==> src/rtl/l0_readout_queue.sv <==
// L0 readout request queue: buffers pre-increment L0IDs on each readout
// strobe and hands them to the readout sequencer in FIFO order.
module l0_readout_queue #(
  parameter int RO_ADDR_WIDTH = 8,
  parameter int QDEPTH        = 8
) (
  input  logic                       CLK,
  input  logic                       SoftResetB,
  input  logic                       ROReadStrob,
  input  logic [RO_ADDR_WIDTH-1:0]   L0ID_Local,
  input  logic                       FlushQ,
  input  logic                       ClearOvf,
  input  logic                       ReqReady,
  output logic                       ReqValid,
  output logic [RO_ADDR_WIDTH-1:0]   ReqL0ID,
  output logic                       QEmpty,
  output logic                       QFull,
  output logic [$clog2(QDEPTH):0]    QLevel,
  output logic                       Overflow,
  output logic [3:0]                 DropCount
);

  localparam int AW = $clog2(QDEPTH);
  localparam logic [AW:0] DEPTH = QDEPTH[AW:0];

  logic [RO_ADDR_WIDTH-1:0] mem_q [QDEPTH];
  logic [AW-1:0] wptr_q, wptr_d;
  logic [AW-1:0] rptr_q, rptr_d;
  logic [AW:0]   lvl_q, lvl_d;
  logic          ovf_q, ovf_d;
  logic [3:0]    cnt_q, cnt_d;

  logic empty, full, pop, push, drop;

  assign empty = (lvl_q == '0);
  assign full  = (lvl_q == DEPTH);
  assign pop   = ReqReady && !empty && !FlushQ;
  assign push  = ROReadStrob && !FlushQ && (!full || pop);
  assign drop  = ROReadStrob && !FlushQ && full && !pop;

  // Next-state for pointers, occupancy and drop bookkeeping.
  always_comb begin
    wptr_d = wptr_q;
    rptr_d = rptr_q;
    lvl_d  = lvl_q;
    ovf_d  = ovf_q;
    cnt_d  = cnt_q;
    if (FlushQ) begin
      wptr_d = '0;
      rptr_d = '0;
      lvl_d  = '0;
    end else begin
      if (push) wptr_d = wptr_q + 1'b1;
      if (pop)  rptr_d = rptr_q + 1'b1;
      unique case ({push, pop})
        2'b10:   lvl_d = lvl_q + 1'b1;
        2'b01:   lvl_d = lvl_q - 1'b1;
        default: lvl_d = lvl_q;
      endcase
    end
    if (ClearOvf) begin
      ovf_d = drop;
      cnt_d = {3'b000, drop};
    end else if (drop) begin
      ovf_d = 1'b1;
      if (cnt_q != 4'hF) cnt_d = cnt_q + 4'd1;
    end
  end

  // Control state register with asynchronous clear.
  always_ff @(posedge CLK or negedge SoftResetB) begin
    if (!SoftResetB) begin
      wptr_q <= '0;
      rptr_q <= '0;
      lvl_q  <= '0;
      ovf_q  <= 1'b0;
      cnt_q  <= '0;
    end else begin
      wptr_q <= wptr_d;
      rptr_q <= rptr_d;
      lvl_q  <= lvl_d;
      ovf_q  <= ovf_d;
      cnt_q  <= cnt_d;
    end
  end

  // Entry storage; contents are don't-care until written.
  always_ff @(posedge CLK) begin
    if (push) mem_q[wptr_q] <= L0ID_Local;
  end

  assign ReqValid  = !empty;
  assign ReqL0ID   = empty ? '0 : mem_q[rptr_q];
  assign QEmpty    = empty;
  assign QFull     = full;
  assign QLevel    = lvl_q;
  assign Overflow  = ovf_q;
  assign DropCount = cnt_q;

endmodule

==> config.mk <==
export PLATFORM = sky130hd
export DESIGN_NAME = l0_readout_queue
export DESIGN_NICKNAME = d
export VERILOG_FILES = /design/src/rtl/l0_readout_queue.sv
export SDC_FILE = /design/constraint.sdc
export NUM_CORES = 1
export LEC_CHECK = 0
export BUFFER_PORTS_ARGS = -buffer_cell sky130_fd_sc_hd__buf_2
export CELL_PAD_IN_SITES_DETAIL_PLACEMENT = 1
export CELL_PAD_IN_SITES_GLOBAL_PLACEMENT = 1
export CORE_ASPECT_RATIO = 1.75
export CORE_MARGIN = 5
export CORE_UTILIZATION = 30
export DETAILED_ROUTE_END_ITERATION = 12
export PLACE_DENSITY = 0.56
export SLEW_MARGIN = 10
export SYNTH_ARGS = -nofsm -noshare
export SYNTH_HDL_FRONTEND = slang
export SYNTH_SLANG_ARGS = --single-unit
==> constraint.sdc <==
create_clock -name CLK -period 3.6 [get_ports CLK]
set_clock_uncertainty 0.15 [all_clocks]
set_input_delay 0.54 -clock CLK [delete_from_list [all_inputs] [get_ports CLK]]
set_output_delay 0.54 -clock CLK [all_outputs]
set_load 0.1 [all_outputs]
==> results of run 1 <==
per-layer routing:
metal	wire [um]	vias to the layer above	track usage	part of all wire
li1	-	903	-	-
met1	2720	993	0.111	0.37
met2	4310	40	0.227	0.58
met3	217	11	0.0189	0.029
met4	146	0	0.0648	0.020
met5	0	-	0	0
worst register-to-register path: cells and delay by family (launching register included):
kind | cells | cell delay [ns]
DFF | 1 | 0.49
buffers and inverters | 1 | 0.07
muxes | 1 | 0.35
adders and majority gates | 1 | 0.31
and+or+nand+nor | 2 | 0.91
AOI/OAI and AO/OA | 3 | 0.38
registers in the layout (all words and copies together), names as in the netlist:
register and count:
DropCount 4, mem_q 64, rptr_q 3, QLevel 4
Overflow 1, wptr_q 3
per-stage QoR:
step / util / hold WS, ns / area [um^2]
floorplan: - / 0.0944 / 3470
global placement: 0.344 / 0.312 / 3820
detailed placement: 0.344 / 0.321 / 3820
CTS: 0.368 / 0.268 / 4090
global route: 0.368 / 0.285 / 4090
finish: 0.368 / 0.278 / 4090
power groups by stage:
| stage | Combinational [mW] | Sequential [mW] | Clock, mW |
|---|---|---|---|
| after floorplan | 0.477 | 1.09 | 0 |
| after global placement | 0.616 | 1.06 | 0 |
| after detailed placement | 0.619 | 1.06 | 0 |
| after CTS | 0.621 | 1.04 | 0.814 |
| after global routing | 0.641 | 1.04 | 0.852 |
| final | 0.607 | 1.04 | 0.788 |
cell type report:
type | instances | area [um^2]
well taps | 132 | 165
repair buffers | 45 | 258
multi-input cells | 114 | 1090
clock buffers | 14 | 244
inverters | 7 | 28.8
clock inverters | 2 | 10.0
flip-flops and latches | 79 | 2300
fillers | 1196 | 7010
timing repair:
| item | in CTS | in global routing |
|---|---|---|
| buffers inserted | 0 | 0 |
| hold endpoints to repair | 15 | 0 |
| hold buffers | 1 | 0 |
Yosys cell counts, types with 2 or more instances:
library cell  number
nand2b_1           4
buf_2              3
xnor2_1            2
mux2i_1           10
nand3_1            6
o21ai_0            4
xor2_1             4
ha_1               5
dfrtp_1           15
and3_1             4
nor2_1            23
mux4_2            16
nor3_1             5
inv_1              6
nand2_1            3
buf_6              2
clkbuf_1           4
edfxtp_1          64
or3b_2             2
o211ai_1           2
or3_1              2
a21oi_1            5
worst max path at each step:
stage           endpoint  slack (ns)  cells after the start
6_report          QEmpty        0.60                      3
5_1_grt           QEmpty        0.52                      3
4_1_cts           QEmpty        0.56                      3
3_5_place_dp   QLevel[3]        0.77                      9
3_3_place_gp   QLevel[3]        0.83                      9
2_1_floorplan  QLevel[3]        0.03                     10
layout by cell type (no fill, tap or decap), drive strengths merged:
cell type | Yosys | final
mux2 | 1 | 1
a211oi | 1 | 1
a21boi | 1 | 1
edfxtp | 64 | 64
o41ai | 1 | 1
nor2b | 1 | 1
o21a | 1 | 1
xnor2 | 2 | 2
clkinv | 0 | 2
nand2 | 3 | 3
nor2 | 23 | 23
xor2 | 4 | 4
nand2b | 4 | 4
a21oi | 5 | 5
inv | 7 | 7
nor4 | 1 | 1
or3b | 2 | 2
nand3 | 6 | 6
or4 | 1 | 1
o21ai | 5 | 5
mux4 | 16 | 16
ha | 5 | 5
clkbuf | 4 | 14
a21o | 2 | 2
nor3 | 5 | 5
and3 | 4 | 4
or4b | 1 | 1
buf | 6 | 44
a221oi | 1 | 1
nor4bb | 1 | 1
a31oi | 1 | 1
or3 | 2 | 2
o211ai | 2 | 2
dlygate4sd3 | 0 | 1
or2 | 1 | 1
dfrtp | 15 | 15
o31ai | 1 | 1
mux2i | 10 | 10
kinds of logic after synthesis:
group                      after synthesis  share of synthesized area
AOI/OAI and AO/OA                       21                     0.0415
xor gates and xnor gates                 6                     0.0154
adders and majority gates                5                     0.0184
buffers and inverters                   17                     0.0242
DFF                                     79                      0.675
muxes                                   27                      0.139
and+or+nand+nor                         55                     0.0874
==> results.md, run 1 <==
* Core area at 11100 um^2
* Clk slew on worst S/H paths at 0.05 ns
* Dpl ws at 0.772 ns
* H-Tree Depth at 3
* Via Count at 1947
* Seq/Total Area, Yosys at 0.675
* Comb power frac at 0.249
* Post-cts resize count at 0
* Pins Over Slew Limit at 0
* Io pins at 34
* Status: complete, no violations
* Hold Crit Class: in2reg
* Die height at around 150 um
* Pwr dens at 595 nW/um^2
* Fmax at 0.333 GHz
* Yosys top cell by area: edfxtp_1
* Critical path class: reg2out
* Sw frac at 0.331
* Top cell type's share of synthesized area at 0.564
* TritonRoute pass-1 iters at 4
* Detailed Route WL at 7.39 mm
* Syn_nets at 229
* # setup viols final at 0
* CTS buffer count at 9
* DRC at 0
* Antenna violation net count after detailed routing at 0
* CTS tree: done
* FF-to-FF setup slack at 0.82 ns
* Worst setup margin at approximately 0.60 ns
* Placed insts at 376
* Synth unique cells at 41
* CP top delay family: buffers and inverters
* Syn Area/Cell at 16.2 um^2
* Total power at approximately 2.4 mW
* First-pass GRT wire length at 11.7 mm
* Max Buffers Root-to-Sink at 2
* Gr usage total at 0.115
* CP max-delay cell: or4_1
* Worst path cell trace: or4_1 > inv_4 > buf_2
* Largest cells by area after synthesis: edfxtp_1 (56%), dfrtp_1 (11%), mux4_2 (11%)
* Final hold vios at 0
* Post-synthesis instance total at 210
* Headroom to the max-slew limit at 0.491
* Final GP Congestion at 0.800
* RR Endpoint: QLevel[3]
* HPWL after detailed placement at ~5.3 mm
* DR iter-0 viols at 51
* Hold path cells at 2
* Maxcap violations at 0
* Fin Setup TNS at 0 ns
* Main synth FF type: edfxtp_1
* Starting Density at 0.307
* Buf/Inv on CP at 2
* Die W at 90.5 um
* Clock share of power at 0.324
* Row cnt at 51
* Slowest stage delay, CP at about 0.7 ns
* Drt via density at between 4 and 5
* Skew-Pair Late Insertion Delay at 0.33 ns
* Req. time, crit path at 2.91 ns
* Critical Path Start: QLevel[1]
* Crit-path max FO at 10
* DR WL/cell at 18.8 um
* EDFF count, synth at between 60 and 70
* VDD IR-drop max at 299 uV
* Antenna violations before repair at 0
* Final Non-Filler Cells at between 300 and 400
* Asr flop ratio synth at 0.190
* DIE AREA at 13700 um^2
* Power Internal at 1.63 mW
* Period utilization at 0.834
* Switching Power at 0.805 mW
* Hold Path End: DropCount[3]
* Yosys reg bits at 79
* Sequential Power Share at 0.427
* Pin count of the biggest net entering global routing at 17
* Mapped Area at 3410 um^2
* RSZ-0062 raised after global routing: false
* Worst r2r src: QLevel[1]
* Ys Warns at 0
* Final min period at between 3 and 4 ns
* Total grt overflow at 0
* Hold path start: ClearOvf
* R2R depth at 8
* Vias in the first global route at 2163
* Antenna fix cells at 0
* Setup crit start kind: flop
* Worst-Margin Slew at ~0.75 ns
* Fraction of layout cells with a size suffix above 1 at 0.337
* Root Buffer: clkbuf_16
* Crit end category: output port
* Clk sinks at 79
* Nets at 275
* IO Port Bufs at 33
* Leakage power at 1.48 nW
* WP data arrival at 2.31 ns
* Synthesis-to-layout area growth at 20.1%
Power figures use the tool's default switching activity.
==> inputs of run 2 (changes only) <==
Settings changed: ABC_AREA from default to 1, PLACE_DENSITY 0.56 to 0.61.
Clock period 3.6 ns to 2.6 ns, I/O delays scaled along.
==> results.md, run 2 <==
* First-pass GRT wire length at 13.4 mm (+14%)
* Commonest cells after routing, fill and taps aside: nor2_1 (70), edfxtp_1 (64), nand2_1 (26)
* Fmax at about 0.42 GHz
* Core area at 11500 um^2 (+3.1%)
* Fin Setup TNS at 0 ns (unchanged)
* Status: complete, no violations
* Crit end category: output port
* Row cnt at 52 (+2.0%)
* Die W at 91.3 um (+0.85%)
* Final min period at 2.37 ns
* Syn_nets at 325 (+42%)
* Count leader, synth: nor2_1
* Syn Area/Cell at 11.3 um^2 (-30%)
* Asr flop ratio synth at 0.190 (unchanged)
* Hold Crit Class: in2reg
* VDD IR-drop max at 908 uV (+200%)
* Io pins at 34 (unchanged)
* Root Buffer: clkbuf_16
* Synth unique cells at 30 (-27%)
* Mapped Area at 3470 um^2 (+1.9%)
* Leakage power at 1.67 nW (+12%)
* Fraction of layout cells with a size suffix above 1 at 0.271 (-0.0662)
* Post CTS Setup Buffer Count at 0 (unchanged)
* Pwr dens at 1040 nW/um^2 (+75%)
* Critical path class: reg2out
* Grt met3 use at 0.0262 (+0.00730)
* Grt met1 use at 0.130 (+0.0186)
* Synthesis-to-layout area growth at 25.5%
* Top cell type's share of synthesized area at 0.554 (-0.0106)
* Max Buffers Root-to-Sink at 2 (unchanged)
* DR WL/cell at 16.7 um (-11%)
* WP data arrival at 1.83 ns (-0.48 ns)
* Final instance area at 4350 um^2 (+6.5%)
* Total grt overflow at 0 (unchanged)
* CTS tree: done
* Period utilization at 0.913
* Grt met2 use at 0.227 (about the same)
* Setup crit start kind: flop
* Synth top cells by count: nor2_1 (78), edfxtp_1 (64), nand2_1 (26)
* DRC at 0 (unchanged)
* CTS buffer count at 9 (unchanged)
* Largest cells by area after synthesis: edfxtp_1 (55%), dfrtp_1 (11%), nor2_1 (8.4%)
* Pins Over Slew Limit at 0 (unchanged)
* Pin count of the biggest net entering global routing at 27 (+10)
* H-Tree Depth at 3 (unchanged)
* Maxcap violations at 0 (unchanged)
* IO Port Bufs at 33 (unchanged)
* Worst-Margin Slew at 0.490 ns (-0.263 ns)
* DR iter-0 viols at 174 (+240%)
* Die height at 152 um (+0.89%)
* GR peak layer: met2
* Final hold vios at 0 (unchanged)
* HPWL after detailed placement at 5.81 mm (+10%)
* Yosys top cell by area: edfxtp_1
* Drt via density at 4.88 (-1.4%)
* Reg with most FFs: mem_q
* Dpl ws at 0.526 ns (-0.246 ns)
* Commonest non-fill, non-tap cell in the layout: nor2_1
* Worst setup margin at 0.227 ns (-0.368 ns)
* Antenna fix cells at 0 (unchanged)
* Post-synthesis instance total at 306 (+46%)
* Total power at 4.55 mW (+87%)
* Antenna violation net count after detailed routing at 0 (unchanged)
* Skew-Pair Late Insertion Delay at 0.33 ns (about the same)
* Ys Warns at 0 (unchanged)
* EDFF count, synth at 64 (unchanged)
* Req. time, crit path at 2.06 ns (-0.85 ns)
* Seq/Total Area, Yosys at 0.662 (-0.0126)
* Detailed Route WL at 8.22 mm (+11%)
* Crit-path max FO at 24 (+14)
* Area after DPL at 4060 um^2 (+6.0%)
* DIE AREA at 13900 um^2 (+1.7%)
* Max reg flops at 64 (unchanged)
* Clk slew on worst S/H paths at 0.06 ns (about the same)
* Vias in the first global route at 2595 (+20%)
* Yosys reg bits at 79 (unchanged)
* Nets at 372 (+35%)
* Headroom to the max-slew limit at 0.676 (+0.184)
* TritonRoute pass-1 iters at 4 (unchanged)
* Antenna violations before repair at 0 (unchanged)
* Clk sinks at 79 (unchanged)
* # setup viols final at 0 (unchanged)
* RSZ-0062 raised after global routing: false
* Main synth FF type: edfxtp_1
* Gr usage total at 0.123 (+0.00757)
* Starting Density at 0.303 (-0.00364)
* Via Count at 2408 (+24%)
* Final GP Congestion at 0.714 (-11%)
## run 2: final timing paths
check	end	slack, ns	start	cells after the start
worst min register to register	Overflow	0.34	Overflow	2
worst max register to register	QLevel[3]	0.55	QLevel[2]	12
worst min-delay path	DropCount[1]	0.09	ClearOvf	2
min in group asynchronous	QLevel[2]	0.36	SoftResetB	2
worst max-delay path	ReqL0ID[0]	0.23	rptr_q[0]	7
max in group asynchronous	QLevel[1]	1.65	SoftResetB	2
## run 2: metal layers
| metal | up-vias | routed length, um |
|---|---|---|
| met3 | 14 | 215 |
| met5 | - | 0 |
| met2 | 36 | 4560 |
| li1 | 1162 | - |
| met1 | 1196 | 3150 |
| met4 | 0 | 290 |
## run 2: through the flow
step | utilization | hold WS, ns | instances
floorplan | - | -0.0556 | 306
global placement | 0.354 | 0.177 | 476
detailed placement | 0.354 | 0.187 | 476
CTS | 0.380 | 0.0778 | 493
global route | 0.380 | 0.0849 | 493
finish | 0.380 | 0.0880 | 493
## run 2: power breakdown
| group | total [mW] | internal, mW | switching (mW) |
|---|---|---|---|
| sequential | 1.46 | 1.42 | 0.0396 |
| combinational | 1.88 | 0.543 | 1.34 |
| clock | 1.21 | 0.734 | 0.475 |
## run 2: final cells by class
cell class	count	area, um^2
Clock buffer	9	225
Clock inverter	7	63.8
Fill cell	1272	7100
Inverter	22	85.1
Multi-Input combinational cell	193	1100
Sequential cell	79	2300
Tap cell	135	169
Timing Repair Buffer	48	413
## run 2: worst max-delay path, stage by stage (launching register included)
cell     delay (ns)
dfrtp_1        0.40
inv_2          0.16
buf_12         0.19
nor2_1         0.06
o32ai_1        0.23
o21ai_1        0.14
nor2_4         0.15
buf_12         0.18
## run 2: cells by family after synthesis
kind of cell	synth area share
AO/OA/AOI/OAI	0.104
flip-flops	0.662
AND/OR/NAND/NOR	0.167
XOR/XNOR	0.0101
adder cells (fa/ha/maj)	0.0180
buffers and inverters	0.0397
## run 2: what timing repair did
action | CTS | global route
endpoints found under the hold margin | 15 | 0
gates resized for setup | 0 | 0
hold buffers | 1 | 0
